==> src/rtl/inert_slv_pkg.sv <==
// inert_slv_pkg
//   Shared definitions for the inertial-sensor SPI responder:
//   register addresses, CTRL/STATUS bit positions and the
//   controller state type.
package inert_slv_pkg;

  // 7-bit register addresses (frame bits 14:8)
  localparam logic [6:0] ADDR_CTRL     = 7'h0D;
  localparam logic [6:0] ADDR_WHO_AM_I = 7'h0F;
  localparam logic [6:0] ADDR_STATUS   = 7'h1E;
  localparam logic [6:0] ADDR_PTCH_L   = 7'h22;
  localparam logic [6:0] ADDR_PTCH_H   = 7'h23;
  localparam logic [6:0] ADDR_AZ_L     = 7'h2C;
  localparam logic [6:0] ADDR_AZ_H     = 7'h2D;
  localparam logic [6:0] ADDR_ERR_CNT  = 7'h7F;

  // CTRL / STATUS bit indices
  localparam int CTRL_INT_EN = 1;
  localparam int STATUS_NEW  = 0;
  localparam int STATUS_OVR  = 1;
  localparam int STATUS_ERR  = 7;

  typedef enum logic [1:0] {
    IDLE   = 2'd0,
    SHIFT  = 2'd1,
    COMMIT = 2'd2
  } slv_state_t;

endpackage

==> src/rtl/inert_sensor_slv_shft.sv <==
// spi_slv_shft
//   SPI mode-0 serial front end: synchronizes SS_n/SCLK/MOSI, detects
//   SCLK edges, counts rises, shifts in the 16-bit frame and shifts the
//   read byte out on MISO.
// Ports:
//   clk, rst_n   clock, asynchronous active-low reset
//   ss_n, sclk, mosi  raw serial inputs from the master
//   rd_byte      register byte selected by the top from rx_data[6:0]
//   miso         serial data to master
//   addr_vld     pulse one clk after the 8th rise (rx_data[7:0] = R/W+addr)
//   frm_done     SS_n rise with exactly 16 rises in the frame
//   frm_err      SS_n rise with any other rise count
//   ss_fall      synchronized SS_n fall pulse
//   rx_data      received frame shift register
module spi_slv_shft #(
  parameter int SYNC_STAGES = 2
) (
  input  logic        clk,
  input  logic        rst_n,
  input  logic        ss_n,
  input  logic        sclk,
  input  logic        mosi,
  input  logic [7:0]  rd_byte,
  output logic        miso,
  output logic        addr_vld,
  output logic        frm_done,
  output logic        frm_err,
  output logic        ss_fall,
  output logic [15:0] rx_data
);

  logic [SYNC_STAGES-1:0] ss_sync, sclk_sync, mosi_sync;
  logic ss_s, sclk_s, mosi_s;
  logic ss_d, sclk_d;
  logic sclk_rise, sclk_fall, ss_rise;
  logic [4:0] bit_cnt;
  logic [7:0] tx;

  // Select idles high so a reset never looks like a frame start
  always_ff @(posedge clk or negedge rst_n) begin
    if (!rst_n) begin
      ss_sync   <= '1;
      sclk_sync <= '0;
      mosi_sync <= '0;
    end else begin
      ss_sync   <= {ss_sync[SYNC_STAGES-2:0], ss_n};
      sclk_sync <= {sclk_sync[SYNC_STAGES-2:0], sclk};
      mosi_sync <= {mosi_sync[SYNC_STAGES-2:0], mosi};
    end
  end

  assign ss_s   = ss_sync[SYNC_STAGES-1];
  assign sclk_s = sclk_sync[SYNC_STAGES-1];
  assign mosi_s = mosi_sync[SYNC_STAGES-1];

  assign sclk_rise = sclk_s & ~sclk_d & ~ss_s;
  assign sclk_fall = ~sclk_s & sclk_d & ~ss_s;
  assign ss_fall   = ~ss_s & ss_d;
  assign ss_rise   = ss_s & ~ss_d;

  assign frm_done = ss_rise & (bit_cnt == 5'd16);
  assign frm_err  = ss_rise & (bit_cnt != 5'd16);
  assign miso     = tx[7] & ~ss_s;

  // The fall right after rise 8 must not shift: bit 7 is loaded for rise 9,
  // so shifting starts at the fall following rise 9. The counter saturates
  // so over-long frames never wrap back to a valid count of 16.
  always_ff @(posedge clk or negedge rst_n) begin
    if (!rst_n) begin
      sclk_d   <= 1'b0;
      ss_d     <= 1'b1;
      bit_cnt  <= 5'd0;
      rx_data  <= 16'h0000;
      addr_vld <= 1'b0;
      tx       <= 8'h00;
    end else begin
      sclk_d   <= sclk_s;
      ss_d     <= ss_s;
      addr_vld <= sclk_rise & (bit_cnt == 5'd7);
      if (ss_fall)
        bit_cnt <= 5'd0;
      else if (sclk_rise && bit_cnt != 5'd31)
        bit_cnt <= bit_cnt + 5'd1;
      if (sclk_rise)
        rx_data <= {rx_data[14:0], mosi_s};
      if (ss_s)
        tx <= 8'h00;
      else if (addr_vld)
        tx <= rx_data[7] ? rd_byte : 8'h00;
      else if (sclk_fall && bit_cnt >= 5'd9)
        tx <= {tx[6:0], 1'b0};
    end
  end

endmodule

==> src/rtl/inert_sensor_slv.sv <==
// inert_sensor_slv
//   SPI responder modelling the segway inertial sensor: register map,
//   sample capture, overrun tracking and data-ready interrupt.
// Ports:
//   clk, rst_n          clock, asynchronous active-low reset
//   SS_n, SCLK, MOSI    SPI inputs from the controller's master
//   MISO                SPI read data
//   INT                 registered data-ready interrupt (STATUS.new & INT_EN)
//   ptch_data, az_data  sample sources, latched on data_rdy
//   data_rdy            one-clk capture pulse
// Build option INERT_SLV_FRM_ERR_EN adds ERR_CNT (0x7F) and STATUS bit7.
module inert_sensor_slv
  import inert_slv_pkg::*;
#(
  parameter logic [7:0] WHO_AM_I_VAL     = 8'h6A,
  parameter int         SCLK_SYNC_STAGES = 2
) (
  input  logic        clk,
  input  logic        rst_n,
  input  logic        SS_n,
  input  logic        SCLK,
  input  logic        MOSI,
  output logic        MISO,
  output logic        INT,
  input  logic [15:0] ptch_data,
  input  logic [15:0] az_data,
  input  logic        data_rdy
);

  slv_state_t state, state_nxt;
  logic [15:0] rx_data;
  logic [7:0]  rd_byte, ctrl, status_byte, err_cnt;
  logic [15:0] ptch, az;
  logic addr_vld, frm_done, frm_err, ss_fall;
  logic new_flag, ovr_flag, err_flag, int_q;
  logic commit_ok, err_ok, rd_commit, wr_ctrl, rd_clr;

  spi_slv_shft #(.SYNC_STAGES(SCLK_SYNC_STAGES)) u_shft (
    .clk      (clk),
    .rst_n    (rst_n),
    .ss_n     (SS_n),
    .sclk     (SCLK),
    .mosi     (MOSI),
    .rd_byte  (rd_byte),
    .miso     (MISO),
    .addr_vld (addr_vld),
    .frm_done (frm_done),
    .frm_err  (frm_err),
    .ss_fall  (ss_fall),
    .rx_data  (rx_data)
  );

  always_ff @(posedge clk or negedge rst_n) begin
    if (!rst_n) state <= IDLE;
    else        state <= state_nxt;
  end

  // A new select fall seen while in COMMIT goes straight back to SHIFT
  always_comb begin
    state_nxt = state;
    case (state)
      IDLE:    if (ss_fall) state_nxt = SHIFT;
      SHIFT:   if (frm_done || frm_err) state_nxt = COMMIT;
      COMMIT:  state_nxt = ss_fall ? SHIFT : IDLE;
      default: state_nxt = IDLE;
    endcase
  end

  // Frame-end actions use the full frame: R/W in bit15, address in 14:8
  assign commit_ok = (state == SHIFT) & frm_done;
  assign err_ok    = (state == SHIFT) & frm_err;
  assign rd_commit = commit_ok & rx_data[15];
  assign wr_ctrl   = commit_ok & ~rx_data[15] & (rx_data[14:8] == ADDR_CTRL);
  assign rd_clr    = rd_commit & (rx_data[14:8] == ADDR_PTCH_H);

  always_comb begin
    status_byte = 8'h00;
    status_byte[STATUS_NEW] = new_flag;
    status_byte[STATUS_OVR] = ovr_flag;
    status_byte[STATUS_ERR] = err_flag;
  end

  // Read mux is addressed while only 8 bits are in: address sits in rx[6:0]
  always_comb begin
    rd_byte = 8'h00;
    case (rx_data[6:0])
      ADDR_CTRL:     rd_byte = ctrl;
      ADDR_WHO_AM_I: rd_byte = WHO_AM_I_VAL;
      ADDR_STATUS:   rd_byte = status_byte;
      ADDR_PTCH_L:   rd_byte = ptch[7:0];
      ADDR_PTCH_H:   rd_byte = ptch[15:8];
      ADDR_AZ_L:     rd_byte = az[7:0];
      ADDR_AZ_H:     rd_byte = az[15:8];
      ADDR_ERR_CNT:  rd_byte = err_cnt;
      default:       rd_byte = 8'h00;
    endcase
  end

  always_ff @(posedge clk or negedge rst_n) begin
    if (!rst_n) ctrl <= 8'h00;
    else if (wr_ctrl) ctrl <= rx_data[7:0];
  end

  // Capture beats a simultaneous clear-on-read; overrun only when a
  // previous sample was still unread (overrun implies new is set).
  always_ff @(posedge clk or negedge rst_n) begin
    if (!rst_n) begin
      ptch     <= 16'h0000;
      az       <= 16'h0000;
      new_flag <= 1'b0;
      ovr_flag <= 1'b0;
    end else if (data_rdy) begin
      ptch     <= ptch_data;
      az       <= az_data;
      new_flag <= 1'b1;
      ovr_flag <= ovr_flag | new_flag;
    end else if (rd_clr) begin
      new_flag <= 1'b0;
      ovr_flag <= 1'b0;
    end
  end

  always_ff @(posedge clk or negedge rst_n) begin
    if (!rst_n) int_q <= 1'b0;
    else        int_q <= new_flag & ctrl[CTRL_INT_EN];
  end

  assign INT = int_q;

`ifdef INERT_SLV_FRM_ERR_EN
  // Saturating discard counter and sticky flag, flag cleared by reading ERR_CNT
  always_ff @(posedge clk or negedge rst_n) begin
    if (!rst_n) begin
      err_cnt  <= 8'h00;
      err_flag <= 1'b0;
    end else if (err_ok) begin
      if (err_cnt != 8'hFF) err_cnt <= err_cnt + 8'h01;
      err_flag <= 1'b1;
    end else if (rd_commit && rx_data[14:8] == ADDR_ERR_CNT) begin
      err_flag <= 1'b0;
    end
  end
`else
  assign err_cnt  = 8'h00;
  assign err_flag = 1'b0;
`endif

endmodule

==> config.mk <==
export PLATFORM = sky130hd
export DESIGN_NAME = inert_sensor_slv
export DESIGN_NICKNAME = d
export VERILOG_FILES = /design/src/rtl/inert_slv_pkg.sv /design/src/rtl/inert_sensor_slv_shft.sv /design/src/rtl/inert_sensor_slv.sv
export SDC_FILE = /design/constraint.sdc
export NUM_CORES = 1
export LEC_CHECK = 0
export ABC_CLOCK_PERIOD_IN_PS = 4120
export CORE_ASPECT_RATIO = 1.5
export CORE_MARGIN = 4
export CORE_UTILIZATION = 40
export CTS_CLUSTER_DIAMETER = 100
export DETAILED_ROUTE_END_ITERATION = 7
export HOLD_SLACK_MARGIN = 0.03
export SLEW_MARGIN = 10
export SYNTH_ARGS = -nofsm -noshare
export SYNTH_HDL_FRONTEND = slang
export SYNTH_SLANG_ARGS = --single-unit
==> constraint.sdc <==
create_clock -name clk -period 4.12 [get_ports clk]
set_input_delay 1.236 -clock clk [delete_from_list [all_inputs] [get_ports clk]]
set_output_delay 1.236 -clock clk [all_outputs]
set_load 0.03 [all_outputs]
==> impl_results.html, run 1 <==
<table>
<tr><th>Metric</th><th>Value</th></tr>
<tr><th colspan="2">Clocking</th></tr>
<tr><td>Num CTS Buffers</td><td>9</td></tr>
<tr><td>Maximum clock insertion buffer count</td><td>2</td></tr>
<tr><td>Buffer cell driving the clock tree root</td><td>sky130_fd_sc_hd__clkbuf_16</td></tr>
<tr><td>Post-cts sizing count</td><td>0</td></tr>
<tr><td>Number of H-tree branching levels</td><td>3</td></tr>
<tr><td>Number of buffers added to fix hold violations after cts</td><td>0</td></tr>
<tr><td>TritonCTS clock tree</td><td>done</td></tr>
<tr><td>CTS sink count</td><td>83</td></tr>
<tr><td>Post-CTS setup buffer count</td><td>0</td></tr>
<tr><td>CTS clk-pin slew, worst paths</td><td>0.06 ns</td></tr>
<tr><td>Clk Latency, worst-skew pair</td><td>0.34 ns</td></tr>
<tr><th colspan="2">Floorplan</th></tr>
<tr><td>Die Width</td><td>86.18 um</td></tr>
<tr><td>Total number of placement rows</td><td>42</td></tr>
<tr><td>Starting density of the core</td><td>41.29%</td></tr>
<tr><td>Core region area</td><td>8881 um^2</td></tr>
<tr><td>Die Footprint</td><td>10800 um^2</td></tr>
<tr><td>Die Ht</td><td>125.3 um</td></tr>
<tr><td>IO Pins</td><td>40</td></tr>
<tr><th colspan="2">Detailed routing</th></tr>
<tr><td>Pre-antenna DRT Iters</td><td>4</td></tr>
<tr><td>Average wire length per cell after detail routing</td><td>18.18 um</td></tr>
<tr><td>Met2 wire len</td><td>4170 um</td></tr>
<tr><td>Met3 wire len</td><td>310 um</td></tr>
<tr><td>Post-route ant nets</td><td>0</td></tr>
<tr><td>Highest layer used for signal routing</td><td>met4</td></tr>
<tr><td>Post-route DRC violation count</td><td>0</td></tr>
<tr><td>Detailed Route WL</td><td>7834 um</td></tr>
<tr><td>Number of vias per cell</td><td>5.327</td></tr>
<tr><td>Routed met1 length</td><td>3206 um</td></tr>
<tr><td>Via count</td><td>2296</td></tr>
<tr><td>Number of design-rule violations left by the first detailed-router iteration</td><td>65</td></tr>
<tr><th colspan="2">Placement</th></tr>
<tr><td>Detail Placement HPWL</td><td>5512 um</td></tr>
<tr><td>Routability Congestion</td><td>0.7602</td></tr>
<tr><td>Number of instances in the placed design</td><td>415</td></tr>
<tr><td>Setup slack after placement</td><td>1.133 ns</td></tr>
<tr><td>Number of port buffers</td><td>39</td></tr>
<tr><th colspan="2">Synthesis</th></tr>
<tr><td>#FFs+latches synth</td><td>83</td></tr>
<tr><td>Post-synthesis adder-cell area fraction</td><td>1.365%</td></tr>
<tr><td>Dominant combinational cell family by area after synthesis</td><td>multiplexers</td></tr>
<tr><td>Dominant cell by count in the synthesized netlist</td><td>sky130_fd_sc_hd__dfrtp_1</td></tr>
<tr><td>Leading register cell type out of synthesis</td><td>sky130_fd_sc_hd__dfrtp_1</td></tr>
<tr><td>Number of enable flip-flop cells after synthesis</td><td>0</td></tr>
<tr><td>Synth Area in Simple Gates</td><td>10.17%</td></tr>
<tr><td>Post-synth design cell area</td><td>3667 um^2</td></tr>
<tr><td>Cells after Synth</td><td>277</td></tr>
<tr><td>Count of yosys warnings during synthesis</td><td>0</td></tr>
<tr><td>Sequential area share after synthesis</td><td>56.74%</td></tr>
<tr><td>Largest cells by area after synthesis</td><td>sky130_fd_sc_hd__dfrtp_1 55%, sky130_fd_sc_hd__mux2_2 18%, sky130_fd_sc_hd__mux2i_1 3.5%</td></tr>
<tr><td>Async SR Flop Fraction</td><td>100.0%</td></tr>
<tr><td>Yosys top cell by area</td><td>sky130_fd_sc_hd__dfrtp_1</td></tr>
<tr><td>Net count of the mapped netlist</td><td>319</td></tr>
<tr><td>Share of the synthesized area in the top cell type</td><td>54.59%</td></tr>
<tr><td>Fraction of synthesized area in multiplexers</td><td>21.36%</td></tr>
<tr><td>Count of different cell masters after synthesis</td><td>51</td></tr>
<tr><td>Average size of a mapped cell</td><td>13.24 um^2</td></tr>
<tr><td>Synth Area in XOR/XNOR</td><td>0.7165%</td></tr>
<tr><td>Complex-gate fraction of the synthesized area</td><td>7.506%</td></tr>
<tr><td>Most instantiated cells after synthesis</td><td>80 x sky130_fd_sc_hd__dfrtp_1, 58 x sky130_fd_sc_hd__mux2_2, 14 x sky130_fd_sc_hd__nor2_1, 13 x sky130_fd_sc_hd__mux2i_1, 8 x sky130_fd_sc_hd__nand2_1</td></tr>
<tr><th colspan="2">Power and ir drop</th></tr>
<tr><td>IR Drop Worst-Case VDD</td><td>268.2 uV</td></tr>
<tr><td>Sequential Power Share</td><td>49.3%</td></tr>
<tr><td>Switching Power</td><td>0.5481 mW</td></tr>
<tr><td>Static power due to leakage</td><td>1.945 nW</td></tr>
<tr><td>Internal Pwr Total</td><td>1.488 mW</td></tr>
<tr><td>Power density relative to cell area</td><td>458.6 nW/um^2</td></tr>
<tr><td>Proportion of total power due to net switching</td><td>26.92%</td></tr>
<tr><td>Clock network fraction of total power</td><td>37.8%</td></tr>
<tr><td>Share of power burned in combinational logic</td><td>12.9%</td></tr>
<tr><th colspan="2">Critical path</th></tr>
<tr><td>Startpoint types</td><td>flop</td></tr>
<tr><td>Maximum fanout encountered on the critical timing path</td><td>9</td></tr>
<tr><td>CP Data Arrival Time</td><td>1.62 ns</td></tr>
<tr><td>Crit path capture type</td><td>output pin</td></tr>
<tr><td>Crit Path Category</td><td>flop to output pin</td></tr>
<tr><td>Required time of the critical path</td><td>2.88 ns</td></tr>
<tr><th colspan="2">STA</th></tr>
<tr><td>Normalized max-slew margin</td><td>29.46%</td></tr>
<tr><td>Fin. Hold Viols</td><td>0</td></tr>
<tr><td>Slew at the pin closest to its max-slew limit</td><td>1.058 ns</td></tr>
<tr><td>Final worst-path cycle share</td><td>69.24%</td></tr>
<tr><td>Peak Freq</td><td>350.5 MHz</td></tr>
<tr><td>Post-route setup slack</td><td>1.267 ns</td></tr>
<tr><td>Setup TNS</td><td>0 ns</td></tr>
<tr><td>Total setup violations reported at the end of the flow</td><td>0</td></tr>
<tr><td>Min Tclk post-route</td><td>2.853 ns</td></tr>
<tr><td>Worst clock skew on the final layout</td><td>0.007476 ns</td></tr>
<tr><td>Number of slew-limit violations in the final report</td><td>0</td></tr>
<tr><td>RSZ-0062 raised after global routing</td><td>false</td></tr>
<tr><th colspan="2">Flow run</th></tr>
<tr><td># Max-Cap Violations</td><td>0</td></tr>
<tr><th colspan="2">Finish</th></tr>
<tr><td>Share of the core filled with cells in the final layout</td><td>49.99%</td></tr>
<tr><td>Layout cell share with drive strength beyond 1</td><td>26.48%</td></tr>
<tr><td>N_diodes</td><td>0</td></tr>
<tr><td>Non-filler instance count after layout</td><td>431</td></tr>
<tr><td>Final net count</td><td>358</td></tr>
<tr><td>Area Overhead vs Synth</td><td>21.05%</td></tr>
<tr><th colspan="2">GRT</th></tr>
<tr><td>Maximum number of pins on one net before global-route repair</td><td>84</td></tr>
<tr><td>Global-route wire length before repair</td><td>12790 um</td></tr>
<tr><td>Via count of the first global-routing pass</td><td>2450</td></tr>
<tr><td>Overall routing resource usage</td><td>15.61%</td></tr>
<tr><td>Number of antenna violations at the first check in global routing</td><td>0</td></tr>
<tr><td>Sum of overflow across all layers after global routing</td><td>0</td></tr>
<tr><th colspan="2">Run status</th></tr>
<tr><td>Result of the run</td><td>complete, no violations</td></tr>
<tr><th colspan="2">Worst hold path</th></tr>
<tr><td>Class of the worst hold path</td><td>flop to flop</td></tr>
</table>
metrics by stage:
stage               hold slack, ns  cell area, um^2  total power [mW]
CTS                         0.3493             4439             2.067
floorplan                   0.3312             3667             1.164
detailed placement          0.3347             4149             1.283
finish                      0.3472             4439             2.036
global placement            0.3331             4149             1.278
global route                0.3525             4439             2.130
sequential cells by signal, summed over array words and instances (netlist names), 2 cells and up:
register          cells
az                   16
ptch                 16
u_shft.rx_data       16
ctrl                  8
u_shft.tx             8
u_shft.bit_cnt        5
state                 2
u_shft.mosi_sync      2
u_shft.sclk_sync      2
u_shft.ss_sync        2
worst max-delay path, stage by stage, from the launching register on:
cell	delay [ns]
sky130_fd_sc_hd__dfstp_2	0.62
sky130_fd_sc_hd__nor2b_1	0.07
sky130_fd_sc_hd__clkdlybuf4s50_1	0.59
layout make-up:
| cell class | count | area, um^2 |
|---|---|---|
| clock buffers | 12 | 256.5 |
| flip-flops and latches | 83 | 2081 |
| fillers | 812 | 4442 |
| clock inverters | 4 | 33.78 |
| well taps | 110 | 137.6 |
| repair buffers | 41 | 402.9 |
| inverters | 4 | 15.01 |
| multi-input cells | 177 | 1513 |
power groups by stage:
stage / sequential (mW) / combinational, mW / clock [mW]
after detailed placement: 1.02 / 0.264 / 0
after global placement: 1.02 / 0.260 / 0
final: 1.00 / 0.262 / 0.770
after CTS: 1.00 / 0.267 / 0.795
after floorplan: 0.953 / 0.211 / 0
after global routing: 1.02 / 0.291 / 0.819
cell families after synthesis:
family,count (synthesis)
buffers and inverters,17
XOR/XNOR,3
AO/OA/AOI/OAI,36
AND/OR/NAND/NOR,63
adder cells (fa/ha/maj),4
multiplexers,71
flip-flops,83
routing by layer:
| layer | vias to the layer above | track usage (%) |
|---|---|---|
| met1 | 1149 | 17.66 |
| li1 | 1102 | - |
| met3 | 10 | 3.489 |
| met4 | 0 | 7.982 |
| met5 | - | 0 |
| met2 | 35 | 27.03 |
final timing paths:
| check | startpoint | to | slack [ns] | cells after the start |
|---|---|---|---|---|
| min in group asynchronous | rst_n | ptch[11] | 1.07 | 1 |
| worst max-delay path | u_shft.ss_sync[1] | MISO | 1.27 | 2 |
| worst min register to register | u_shft.sclk_sync[0] | u_shft.sclk_sync[1] | 0.35 | 0 |
| worst min-delay path | u_shft.sclk_sync[0] | u_shft.sclk_sync[1] | 0.35 | 0 |
| max in group asynchronous | rst_n | ptch[9] | 2.35 | 1 |
| worst max register to register | u_shft.rx_data[5] | u_shft.tx[5] | 1.92 | 5 |
cell usage in the layout (no fill, tap or decap), types with 4 or more instances in the layout:
| cell | count |
|---|---|
| sky130_fd_sc_hd__mux2_2 | 58 |
| sky130_fd_sc_hd__a22o_1 | 5 |
| sky130_fd_sc_hd__nor2b_1 | 5 |
| sky130_fd_sc_hd__nand3_1 | 4 |
| sky130_fd_sc_hd__nand2_1 | 8 |
| sky130_fd_sc_hd__clkbuf_16 | 9 |
| sky130_fd_sc_hd__inv_1 | 4 |
| sky130_fd_sc_hd__dfrtp_1 | 80 |
| sky130_fd_sc_hd__a221oi_1 | 5 |
| sky130_fd_sc_hd__ha_1 | 4 |
| sky130_fd_sc_hd__mux2i_1 | 13 |
| sky130_fd_sc_hd__o21ai_0 | 4 |
| sky130_fd_sc_hd__nor2_1 | 14 |
| sky130_fd_sc_hd__o22ai_1 | 7 |
| sky130_fd_sc_hd__clkdlybuf4s50_1 | 38 |
No activity file was read; power rests on OpenSTA's default activity.
==> run 2: changes to the inputs <==
--- a/config.mk
+++ b/config.mk
@@ -5,7 +5,7 @@
 export SDC_FILE = /design/constraint.sdc
 export NUM_CORES = 1
 export LEC_CHECK = 0
-export ABC_CLOCK_PERIOD_IN_PS = 4120
+export ABC_CLOCK_PERIOD_IN_PS = 2400
 export CORE_ASPECT_RATIO = 1.5
 export CORE_MARGIN = 4
 export CORE_UTILIZATION = 40
==> constraint.sdc (replaced) <==
create_clock -name clk -period 2.4 [get_ports clk]
set_input_delay 0.72 -clock clk [delete_from_list [all_inputs] [get_ports clk]]
set_output_delay 0.72 -clock clk [all_outputs]
set_load 0.03 [all_outputs]
==> run 2 against run 1 <==
Effect of this change: clock skew decreased by 0.0027 ns; wire length down 2.1%; critical endpoint unchanged; flip-flop and latch count stayed put; highest routed layer unchanged.
==> impl_results.html, run 2 (synthesis gave the netlist of run 1 again) <==
<table>
<tr><th>Metric</th><th>Value</th></tr>
<tr><th colspan="2">Run status</th></tr>
<tr><td>Result of the run</td><td>complete, no violations</td></tr>
<tr><th colspan="2">Placement</th></tr>
<tr><td>Detail Placement HPWL</td><td>5610 um (+1.8%)</td></tr>
<tr><td>Placed standard-cell area</td><td>4197 um^2 (+1.1%)</td></tr>
<tr><td>Number of port buffers</td><td>39 (unchanged)</td></tr>
<tr><td>Routability Congestion</td><td>0.7790 (+2.5%)</td></tr>
<tr><th colspan="2">Clocking</th></tr>
<tr><td>Num CTS Buffers</td><td>9 (unchanged)</td></tr>
<tr><td>CTS clk-pin slew, worst paths</td><td>0.06 ns (about the same)</td></tr>
<tr><td>Maximum clock insertion buffer count</td><td>2 (unchanged)</td></tr>
<tr><td>TritonCTS clock tree</td><td>done</td></tr>
<tr><td>Buffer cell driving the clock tree root</td><td>sky130_fd_sc_hd__clkbuf_16</td></tr>
<tr><td>Post-CTS setup buffer count</td><td>0 (unchanged)</td></tr>
<tr><td>Number of buffers added to fix hold violations after cts</td><td>0 (unchanged)</td></tr>
<tr><td>Clk Latency, worst-skew pair</td><td>0.33 ns (about the same)</td></tr>
<tr><td>CTS sink count</td><td>83 (unchanged)</td></tr>
<tr><td>Post-cts sizing count</td><td>0 (unchanged)</td></tr>
<tr><td>Number of H-tree branching levels</td><td>3 (unchanged)</td></tr>
<tr><th colspan="2">Critical path</th></tr>
<tr><td>Capture point of the worst reg-to-reg path</td><td>u_shft.tx[1]</td></tr>
<tr><td>Worst setup path startpoint</td><td>u_shft.ss_sync[1]</td></tr>
<tr><td>R2R setup slack</td><td>0.35 ns (-1.57 ns)</td></tr>
<tr><td>Maximum fanout encountered on the critical timing path</td><td>9 (unchanged)</td></tr>
<tr><td>Startpoint types</td><td>flop</td></tr>
<tr><td>CP Data Arrival Time</td><td>1.60 ns (-0.02 ns)</td></tr>
<tr><td>Crit Path Category</td><td>flop to output pin</td></tr>
<tr><td>Critical register-to-register path startpoint</td><td>u_shft.bit_cnt[0]</td></tr>
<tr><td>Required time of the critical path</td><td>1.68 ns (-1.20 ns)</td></tr>
<tr><td>Cell count of the worst reg-to-reg path</td><td>6 (+1)</td></tr>
<tr><td>Critical path destination</td><td>MISO</td></tr>
<tr><td>Crit path capture type</td><td>output pin</td></tr>
<tr><th colspan="2">GRT</th></tr>
<tr><td>Overall routing resource usage</td><td>14.99% (-0.62 points)</td></tr>
<tr><td>Sum of overflow across all layers after global routing</td><td>0 (unchanged)</td></tr>
<tr><td>Met1 routing resource usage after global routing</td><td>16.91% (-0.75 points)</td></tr>
<tr><td>Met2 track demand over resource in global routing</td><td>25.94% (-1.1 points)</td></tr>
<tr><td>Number of antenna violations at the first check in global routing</td><td>0 (unchanged)</td></tr>
<tr><td>Via count of the first global-routing pass</td><td>2435 (-0.61%)</td></tr>
<tr><td>Grt met3 use</td><td>3.423% (-0.066 points)</td></tr>
<tr><td>Global-route wire length before repair</td><td>12310 um (-3.7%)</td></tr>
<tr><td>Maximum number of pins on one net before global-route repair</td><td>56 (-33%)</td></tr>
<tr><td>Most heavily used metal layer in global routing</td><td>met2</td></tr>
<tr><th colspan="2">Detailed routing</th></tr>
<tr><td>Number of design-rule violations left by the first detailed-router iteration</td><td>87 (+34%)</td></tr>
<tr><td>Pre-antenna DRT Iters</td><td>4 (unchanged)</td></tr>
<tr><td>Via count</td><td>2314 (+0.78%)</td></tr>
<tr><td>Detailed Route WL</td><td>7668 um (-2.1%)</td></tr>
<tr><td>Post-route DRC violation count</td><td>0 (unchanged)</td></tr>
<tr><td>Average wire length per cell after detail routing</td><td>17.67 um (-2.8%)</td></tr>
<tr><td>Number of vias per cell</td><td>5.332 (about the same)</td></tr>
<tr><td>Post-route ant nets</td><td>0 (unchanged)</td></tr>
<tr><th colspan="2">Power and ir drop</th></tr>
<tr><td>Static power due to leakage</td><td>1.970 nW (+1.3%)</td></tr>
<tr><td>Power density relative to cell area</td><td>786.7 nW/um^2 (+72%)</td></tr>
<tr><td>IR Drop Worst-Case VDD</td><td>402.4 uV (+50%)</td></tr>
<tr><th colspan="2">Finish</th></tr>
<tr><td>Commonest cells after routing, fill and taps aside</td><td>80 x sky130_fd_sc_hd__dfrtp_1, 58 x sky130_fd_sc_hd__mux2_2, 38 x sky130_fd_sc_hd__clkdlybuf4s50_1, 14 x sky130_fd_sc_hd__nor2_1, 13 x sky130_fd_sc_hd__mux2i_1</td></tr>
<tr><td>N_diodes</td><td>0 (unchanged)</td></tr>
<tr><td>Area Overhead vs Synth</td><td>22.31%</td></tr>
<tr><td>Registers with the most flip-flops</td><td>az: 16 flops, ptch: 16 flops, u_shft.rx_data: 16 flops</td></tr>
<tr><td>Multi-input combinational cell area</td><td>1513 um^2 (unchanged)</td></tr>
<tr><td>Layout cell share with drive strength beyond 1</td><td>26.23% (-0.25 points)</td></tr>
<tr><td>FF/Latch Area</td><td>2081 um^2 (unchanged)</td></tr>
<tr><td>Final net count</td><td>361 (+0.84%)</td></tr>
<tr><td>Total of fill cells in the finished design</td><td>784 (-3.4%)</td></tr>
<tr><td>Design area</td><td>4486 um^2 (+1.0%)</td></tr>
<tr><td>Commonest non-fill, non-tap cell in the layout</td><td>sky130_fd_sc_hd__dfrtp_1</td></tr>
<tr><th colspan="2">Flow run</th></tr>
<tr><td># Max-Cap Violations</td><td>0 (unchanged)</td></tr>
<tr><th colspan="2">STA</th></tr>
<tr><td>Peak Freq</td><td>430.5 MHz</td></tr>
<tr><td>Slew at the pin closest to its max-slew limit</td><td>0.5499 ns (-0.5082 ns)</td></tr>
<tr><td>RSZ-0062 raised after global routing</td><td>false</td></tr>
<tr><td>Fin. Hold Viols</td><td>0 (unchanged)</td></tr>
<tr><td>Total setup violations reported at the end of the flow</td><td>0 (unchanged)</td></tr>
<tr><td>Final worst-path cycle share</td><td>96.79%</td></tr>
<tr><td>Worst clock skew on the final layout</td><td>0.004755 ns (-0.002721 ns)</td></tr>
<tr><td>Number of slew-limit violations in the final report</td><td>0 (unchanged)</td></tr>
<tr><td>Setup TNS</td><td>0 ns (unchanged)</td></tr>
<tr><td>Min Tclk post-route</td><td>2.323 ns</td></tr>
<tr><td>Normalized max-slew margin</td><td>63.26% (+34 points)</td></tr>
<tr><th colspan="2">Floorplan</th></tr>
<tr><td>Die Width</td><td>86.18 um (unchanged)</td></tr>
<tr><td>Die Footprint</td><td>10800 um^2 (unchanged)</td></tr>
<tr><td>IO Pins</td><td>40 (unchanged)</td></tr>
<tr><td>Total number of placement rows</td><td>42 (unchanged)</td></tr>
<tr><td>Starting density of the core</td><td>41.29% (unchanged)</td></tr>
<tr><td>Core region area</td><td>8881 um^2 (unchanged)</td></tr>
<tr><td>Die Ht</td><td>125.3 um (unchanged)</td></tr>
<tr><th colspan="2">Worst hold path</th></tr>
<tr><td>Class of the worst hold path</td><td>primary input to async pin</td></tr>
</table>
## run 2: cell types whose count changed in the layout (fill, tap and decap cells not counted), sizes merged
cell,change
clkbuf,+2
buf,+3
clkinvlp,-1
inv,-1
bufinv,+1
clkinv,-1
## run 2: cell type report
type | instances | area share, %
Timing Repair Buffer | 44 | 10.04
Clock inverter | 2 | 0.7810
Multi-Input combinational cell | 177 | 33.72
Tap cell | 110 | 3.068
Clock buffer | 14 | 5.662
Inverter | 4 | 0.3347
Sequential cell | 83 | 46.39
## run 2: worst max-delay path, stage by stage, from the launching register on
cell and delay [ns]:
sky130_fd_sc_hd__dfstp_2 0.62, sky130_fd_sc_hd__nor2b_1 0.07, sky130_fd_sc_hd__clkdlybuf4s50_1 0.59
## run 2: report_power, final
part	leakage [nW]	switching, mW	internal [mW]
Sequential	1.04	0.165	1.53
Clock	0.141	0.505	0.834
Combinational	0.787	0.215	0.277
## run 2: how the worst min path moves through the flow
stage | from | end | cells past startpoint
floorplan | u_shft.mosi_sync[0] | u_shft.mosi_sync[1] | 0
finish | rst_n | ptch[11] | 1
detailed placement | u_shft.mosi_sync[0] | u_shft.mosi_sync[1] | 0
CTS | rst_n | ptch[11] | 1
global placement | u_shft.sclk_sync[0] | u_shft.sclk_sync[1] | 0
global route | rst_n | ptch[11] | 1
## run 2: metrics by stage
| stage | util, % | hold WS [ns] | instances | worst slack [ns] | total power [mW] |
|---|---|---|---|---|---|
| after floorplan | - | 0.3312 | 277 | 0.5923 | 1.998 |
| after global placement | 47.25 | 0.3326 | 418 | 0.3583 | 2.215 |
| after detailed placement | 47.25 | 0.3364 | 418 | 0.3486 | 2.219 |
| after CTS | 50.51 | 0.3223 | 434 | 0.04299 | 3.582 |
| after global routing | 50.51 | 0.3314 | 434 | 0.008602 | 3.702 |
| final | 50.51 | 0.3165 | 434 | 0.07713 | 3.529 |
## run 2: per-layer routing
metal | share of wire [%] | wire length (um)
met5 | 0 | 0
met4 | 2.6 | 199
met3 | 3.2 | 244
met2 | 54 | 4170
met1 | 40 | 3054
